$ cat config.mk
export PLATFORM = sky130hd
export DESIGN_NAME = adc_block_averager
export DESIGN_NICKNAME = d
export VERILOG_FILES = /design/src/rtl/adc_block_averager_pkg.sv /design/src/rtl/adc_block_averager_minmax.sv /design/src/rtl/adc_block_averager.sv
export SDC_FILE = /design/constraint.sdc
export NUM_CORES = 1
export LEC_CHECK = 0
export BUFFER_PORTS_ARGS = -buffer_cell sky130_fd_sc_hd__buf_4
export CAP_MARGIN = 10
export CORE_ASPECT_RATIO = 2
export CORE_MARGIN = 4
export CORE_UTILIZATION = 50
export DETAILED_ROUTE_END_ITERATION = 10
export GPL_TIMING_DRIVEN = 0
export PLACE_DENSITY = 0.74
export SLEW_MARGIN = 25
export SYNTH_ARGS = -nofsm -noshare
export SYNTH_HDL_FRONTEND = slang
export SYNTH_HIERARCHICAL = 1
export SYNTH_SLANG_ARGS = --single-unit
$ cat constraint.sdc
create_clock -name ADC_CLK -period 6.46 [get_ports ADC_CLK]
set_input_delay 1.292 -clock ADC_CLK [delete_from_list [all_inputs] [get_ports ADC_CLK]]
set_output_delay 1.292 -clock ADC_CLK [all_outputs]
set_load 0.02 [all_outputs]
$ cat src/rtl/adc_block_averager_pkg.sv
// Shared definitions for the ADC block averager: FSM encoding, default
// parameter values, accumulator width derivation and min/max sentinels.
package adc_block_averager_pkg;

   // Default block parameters
   localparam int DEF_ADC_WIDTH     = 12;
   localparam int DEF_MAX_LOG2_N    = 10;
   localparam int DEF_SETTLE_CYCLES = 4;

   // Averager control states
   typedef enum logic [1:0] {
      ST_IDLE   = 2'd0,
      ST_SETTLE = 2'd1,
      ST_ACCUM  = 2'd2,
      ST_FIN    = 2'd3
   } state_t;

   // Accumulator wide enough for 2^max_log2_n full-scale samples
   function automatic int acc_width(input int adc_width, input int max_log2_n);
      return adc_width + max_log2_n;
   endfunction

   // Largest positive two's-complement value of a given width (low bits)
   function automatic logic [31:0] pos_sentinel(input int width);
      return (32'h1 << (width - 1)) - 32'h1;
   endfunction

   // Most negative two's-complement value of a given width (low bits)
   function automatic logic [31:0] neg_sentinel(input int width);
      return 32'h1 << (width - 1);
   endfunction

endpackage

$ cat src/rtl/adc_block_averager_minmax.sv
// Running signed minimum/maximum of a sample stream. A clear loads the
// sentinels so the first enabled sample always replaces both extrema.
module adc_minmax_tracker
   import adc_block_averager_pkg::*;
#(
   parameter int WIDTH = DEF_ADC_WIDTH
) (
   input  logic             clk,
   input  logic             rst_n,
   input  logic             clear,
   input  logic             en,
   input  logic [WIDTH-1:0] sample,
   output logic [WIDTH-1:0] min_val,
   output logic [WIDTH-1:0] max_val
);

   localparam logic [WIDTH-1:0] POS_SENT = WIDTH'(pos_sentinel(WIDTH));
   localparam logic [WIDTH-1:0] NEG_SENT = WIDTH'(neg_sentinel(WIDTH));

   logic [WIDTH-1:0] min_q, min_d;
   logic [WIDTH-1:0] max_q, max_d;

   // Next extrema: clear has priority over an update
   always_comb begin
      min_d = min_q;
      max_d = max_q;
      if (clear) begin
         min_d = POS_SENT;
         max_d = NEG_SENT;
      end else if (en) begin
         if ($signed(sample) < $signed(min_q)) min_d = sample;
         if ($signed(sample) > $signed(max_q)) max_d = sample;
      end
   end

   // Extrema registers
   always_ff @(posedge clk or negedge rst_n) begin
      if (!rst_n) begin
         min_q <= POS_SENT;
         max_q <= NEG_SENT;
      end else begin
         min_q <= min_d;
         max_q <= max_d;
      end
   end

   assign min_val = min_q;
   assign max_val = max_q;

endmodule

$ cat src/rtl/adc_block_averager.sv
// ADC block averager: registers the raw sample stream, and on START drops a
// settle window then sums 2^L samples, reporting sum, floor-mean, min and
// max with a one-cycle DONE pulse. Results hold until the next block ends.
module adc_block_averager
   import adc_block_averager_pkg::*;
#(
   parameter int ADC_WIDTH     = DEF_ADC_WIDTH,
   parameter int MAX_LOG2_N    = DEF_MAX_LOG2_N,
   parameter int SETTLE_CYCLES = DEF_SETTLE_CYCLES
) (
   input  logic                              ADC_CLK,
   input  logic                              RST_N,
   input  logic [ADC_WIDTH-1:0]              ADC_DATA_IN,
   input  logic                              START,
   input  logic [3:0]                        LOG2_N,
   output logic                              BUSY,
   output logic                              DONE,
   output logic [ADC_WIDTH+MAX_LOG2_N-1:0]   SUM_OUT,
   output logic [ADC_WIDTH-1:0]              MEAN_OUT,
   output logic [ADC_WIDTH-1:0]              MIN_OUT,
   output logic [ADC_WIDTH-1:0]              MAX_OUT
);

   localparam int ACC_WIDTH  = acc_width(ADC_WIDTH, MAX_LOG2_N);
   localparam int SET_WIDTH  = $clog2(SETTLE_CYCLES + 1);
   // One counter serves both the settle window and the sample count
   localparam int CNT_WIDTH  = (MAX_LOG2_N + 1 > SET_WIDTH) ? MAX_LOG2_N + 1 : SET_WIDTH;
   localparam logic [CNT_WIDTH-1:0] SETTLE_LAST = CNT_WIDTH'(SETTLE_CYCLES - 1);
   localparam logic [CNT_WIDTH-1:0] CNT_ONE     = CNT_WIDTH'(1);
   localparam logic [3:0]           MAX_L       = 4'(MAX_LOG2_N);

   state_t                 state_q, state_d;
   logic [ADC_WIDTH-1:0]   s_q, s_d;
   logic [3:0]             l_q, l_d;
   logic [CNT_WIDTH-1:0]   cnt_q, cnt_d;
   logic [ACC_WIDTH-1:0]   acc_q, acc_d;
   logic                   busy_q, busy_d;
   logic                   done_q, done_d;
   logic [ACC_WIDTH-1:0]   sum_q, sum_d;
   logic [ADC_WIDTH-1:0]   mean_q, mean_d;
   logic [ADC_WIDTH-1:0]   min_q, min_d;
   logic [ADC_WIDTH-1:0]   max_q, max_d;

   logic                   trk_clear;
   logic                   trk_en;
   logic [ADC_WIDTH-1:0]   trk_min;
   logic [ADC_WIDTH-1:0]   trk_max;
   logic [CNT_WIDTH-1:0]   block_last;
   logic [ACC_WIDTH-1:0]   s_ext;
   logic signed [ACC_WIDTH-1:0] acc_shift;
   logic [3:0]             l_clamped;

   adc_minmax_tracker #(
      .WIDTH (ADC_WIDTH)
   ) u_minmax (
      .clk     (ADC_CLK),
      .rst_n   (RST_N),
      .clear   (trk_clear),
      .en      (trk_en),
      .sample  (s_q),
      .min_val (trk_min),
      .max_val (trk_max)
   );

   // Derived datapath values: block length, sign extension, floor-mean
   always_comb begin
      l_clamped  = (LOG2_N > MAX_L) ? MAX_L : LOG2_N;
      block_last = (CNT_ONE << l_q) - CNT_ONE;
      s_ext      = {{MAX_LOG2_N{s_q[ADC_WIDTH-1]}}, s_q};
      acc_shift  = $signed(acc_q) >>> l_q;
   end

   // Next-state and datapath control; FIN lasts one cycle and publishes
   always_comb begin
      state_d   = state_q;
      s_d       = ADC_DATA_IN;
      l_d       = l_q;
      cnt_d     = cnt_q;
      acc_d     = acc_q;
      busy_d    = busy_q;
      done_d    = 1'b0;
      sum_d     = sum_q;
      mean_d    = mean_q;
      min_d     = min_q;
      max_d     = max_q;
      trk_clear = 1'b0;
      trk_en    = 1'b0;
      case (state_q)
         ST_IDLE: begin
            if (START) begin
               state_d = ST_SETTLE;
               l_d     = l_clamped;
               cnt_d   = '0;
               busy_d  = 1'b1;
            end
         end
         ST_SETTLE: begin
            // Also re-raises BUSY one cycle after a back-to-back accept
            busy_d = 1'b1;
            if (cnt_q == SETTLE_LAST) begin
               state_d   = ST_ACCUM;
               cnt_d     = '0;
               acc_d     = '0;
               trk_clear = 1'b1;
            end else begin
               cnt_d = cnt_q + CNT_ONE;
            end
         end
         ST_ACCUM: begin
            acc_d  = acc_q + s_ext;
            trk_en = 1'b1;
            if (cnt_q == block_last) begin
               state_d = ST_FIN;
            end else begin
               cnt_d = cnt_q + CNT_ONE;
            end
         end
         ST_FIN: begin
            sum_d  = acc_q;
            mean_d = acc_shift[ADC_WIDTH-1:0];
            min_d  = trk_min;
            max_d  = trk_max;
            done_d = 1'b1;
            busy_d = 1'b0;
            if (START) begin
               state_d = ST_SETTLE;
               l_d     = l_clamped;
               cnt_d   = '0;
            end else begin
               state_d = ST_IDLE;
            end
         end
         default: begin
            state_d = ST_IDLE;
         end
      endcase
   end

   // State, input pipeline and result registers
   always_ff @(posedge ADC_CLK or negedge RST_N) begin
      if (!RST_N) begin
         state_q <= ST_IDLE;
         s_q     <= '0;
         l_q     <= '0;
         cnt_q   <= '0;
         acc_q   <= '0;
         busy_q  <= 1'b0;
         done_q  <= 1'b0;
         sum_q   <= '0;
         mean_q  <= '0;
         min_q   <= '0;
         max_q   <= '0;
      end else begin
         state_q <= state_d;
         s_q     <= s_d;
         l_q     <= l_d;
         cnt_q   <= cnt_d;
         acc_q   <= acc_d;
         busy_q  <= busy_d;
         done_q  <= done_d;
         sum_q   <= sum_d;
         mean_q  <= mean_d;
         min_q   <= min_d;
         max_q   <= max_d;
      end
   end

   assign BUSY     = busy_q;
   assign DONE     = done_q;
   assign SUM_OUT  = sum_q;
   assign MEAN_OUT = mean_q;
   assign MIN_OUT  = min_q;
   assign MAX_OUT  = max_q;

endmodule

==> run metrics <==
outcome complete, no violations; PortBufs 78; DRT Pass-1 Iters 5; RSZ-0062 raised after global routing no; setup violators final 0; PD cells 582 mW/mm²; data required time of the critical path 6760 ps; Final Cycle Share between 60 and 70%; syn_area_per_cell 11.1 µm²; Synth area leader dfrtp_1; die height 188 µm; All-Layer GR Usage 23.2%; routed length per instance between 15 and 20 µm; Worst setup EP type flop; largest net degree at the start of global routing between 90 and 100; leakage power 4.62 nW; Max stage delay cell, worst path clkbuf_1; CP Cell Sequence buf_4 -> clkbuf_1 -> buf_1 -> nand3b_1 -> ha_1 -> buf_2 -> nor3b_1 -> xor2_1 -> o41ai_1 -> nand4b_1 -> nor4_2 -> o21ai_1 -> a2111oi_2 -> a21oi_1; vias post-DR 6048; CP delay by family, top buffers and inverters; maximum fanout along the worst path 10; Worst-path clk slew ~60 ps; DRC viols 0; CTS resizes 0; top-level port count 79; postcts setup bufs 0; Setup Crit Path Kind reg2reg; n_diodes 0; vias in the first global route 6489; most common cell after layout, fill and taps aside dfrtp_1; Synth cell types 71; Async SR Flop Fraction 100%; busiest metal layer after global routing met2; core area 0.0159 mm²; die area 0.0184 mm²; Initial Utilization 50.9%; clock sinks 135; Layout area overhead 19.2%; peak supply drop 0.000314 V; cell count after synthesis 728; syn_nets about 800; CTS tree done; Achievable Freq 255 MHz; final hold vios 0; gpl congestion 0.885; clk_lat worst skew 430 ps; worst slew pin tran 798 ps; Buf+Inv Stages, Crit Path 4; antenna violations before repair 0; Ys Warns 6; CTS max path bufs 2; met1 GRT Util about 23%; r2r setup slk 2540 ps; cts hold-fix bufs 0; met2 Use GR 43.0%; Hold Path Class reg2reg; H-tree Lvls 4; fin nets 899; total negative slack 0 ps; placed wire-length estimate approximately 16000 µm; ANT nets after route 0; post-DR vias/cell 5.82; max_slew headroom between 40% and 50%; largest cells by area after synthesis dfrtp_1 38%, mux2_2 8.2%, ha_1 8.2%; FF+latch count, synth about 140; EDFF count, synth 0; Tmin final 3920 ps; Die Span X 97.9 µm; Root Buffer clkbuf_16; commonest cells after routing, fill and taps aside 123 x dfrtp_1, 79 x buf_4, 59 x mux2_2, 57 x nor2_1, 53 x ha_1; Seq/Total Area, Yosys 42.0%; Max-Cap Viols 0; share of layout cells above drive strength 1 28.2%; CTS buffer count 17; max incr delay on CP 450 ps; Clock Skew 8.97 ps; final wirelength 20400 µm; Startpoint Class flop; main flop type after synthesis dfrtp_1; CP arrival between 4000 and 5000 ps; post-synth top area share 38.1%; met3 GRT Util 3.91%; Overflow after GRT 0; Core Rows 65; first-pass GRT wire length 33300 µm; fin. max-slew vios 0; DR iter-0 viols 251; Synth Cell Area 0.00808 mm²; total power 5.60 mW
==> layer usage <==
layer	part of all wire [%]	routed length (µm)
met1	34	6990
met5	0	0
met3	2.8	575
met4	5.8	1180
met2	57	11600
==> report_power, final <==
| part | leakage (nW) | switching, mW | internal [mW] |
|---|---|---|---|
| registers | 1.65 | 0.329 | 1.23 |
| logic | 2.65 | 1.54 | 1.38 |
| clock network | 0.317 | 0.374 | 0.741 |
| total | 4.62 | 2.25 | 3.36 |
==> cell usage after synthesis (5+ instances only) <==
cell,n
o21ai_0,18
xor2_1,5
nor3_1,8
inv_1,38
o21bai_1,5
a22o_1,17
and3_1,11
xnor2_1,22
mux2_2,59
a21oi_1,40
mux4_2,17
a211oi_1,5
ha_1,53
mux2i_1,42
a31oi_1,6
buf_2,6
a21o_1,9
o211ai_1,7
nor2_1,57
nor2b_1,8
nand2_1,21
dfrtp_1,123
o21ai_1,14
o21ai_2,8
clkbuf_1,21
dfstp_2,12
nand3_1,7
nand2b_1,15
==> cell type report <==
class / instances / area [µm²]
Clock buffer: 19 / 453
Timing Repair Buffer: 79 / 621
Multi-Input combinational cell: 518 / 4350
Fill cell: 1342 / 6230
Clock inverter: 12 / 224
Inverter: 40 / 150
Tap cell: 201 / 251
Buffer: 35 / 184
Sequential cell: 135 / 3390
==> kinds of logic (layout without fill, tap and decap cells) <==
family	after synthesis	count (layout)	share of synthesized area, %
flip-flops	135	135	42.0
AND/OR/NAND/NOR	155	155	9.96
adder cells (fa/ha/maj)	54	54	8.46
XOR/XNOR	27	27	2.93
AO/OA/AOI/OAI	163	163	14.2
buffers and inverters	75	185	4.14
multiplexers	119	119	18.3
==> state kept, by name, summed over array words and instances, names as in the netlist <==
name,flops
state_q,2
u_minmax/min_val,12
l_q,4
s_q,12
MEAN_OUT,12
MIN_OUT,12
SUM_OUT,22
cnt_q,11
MAX_OUT,12
acc_q,22
u_minmax/max_val,12
DONE,1
BUSY,1
==> stage by stage <==
stage          setup WS (ps)  hold WS [ps]  area, µm²  cells  util (%)
2_1_floorplan           3260           499       8080    728         -
3_3_place_gp            2590           494       8910   1007      56.2
3_5_place_dp            2540           498       8950   1008      56.4
4_1_cts                 2510           511       9630   1039      60.7
5_1_grt                 2230           528       9630   1039      60.7
6_report                2540           506       9630   1039      60.7
==> final timing paths <==
| kind | startpoint | to | cells after the start |
|---|---|---|---|
| setup reg to reg | l_q[3]$_DFFE_PN0P_ | state_q[0]$_DFFE_PN0P_ | 14 |
| hold reg to reg | MAX_OUT[10]$_DFFE_PN0P_ | MAX_OUT[10]$_DFFE_PN0P_ | 1 |
| max in group asynchronous | RST_N | u_minmax/min_val[4]$_DFFE_PN1P_ | 2 |
| hold / removal | MAX_OUT[10]$_DFFE_PN0P_ | MAX_OUT[10]$_DFFE_PN0P_ | 1 |
| min in group asynchronous | RST_N | BUSY$_DFFE_PN0P_ | 1 |
| setup / recovery | l_q[3]$_DFFE_PN0P_ | state_q[0]$_DFFE_PN0P_ | 14 |
==> worst reg2reg max path, delay by kind of cell, from the launching register on <==
kind	cells	cell delay [ps]
AOI/OAI and AO/OA	4	890
buffers and inverters	4	1260
and+or+nand+nor	4	1010
DFF	1	330
adders and majority gates	1	180
xor gates and xnor gates	1	110
Note: power is estimated with default switching activity, not from simulation.
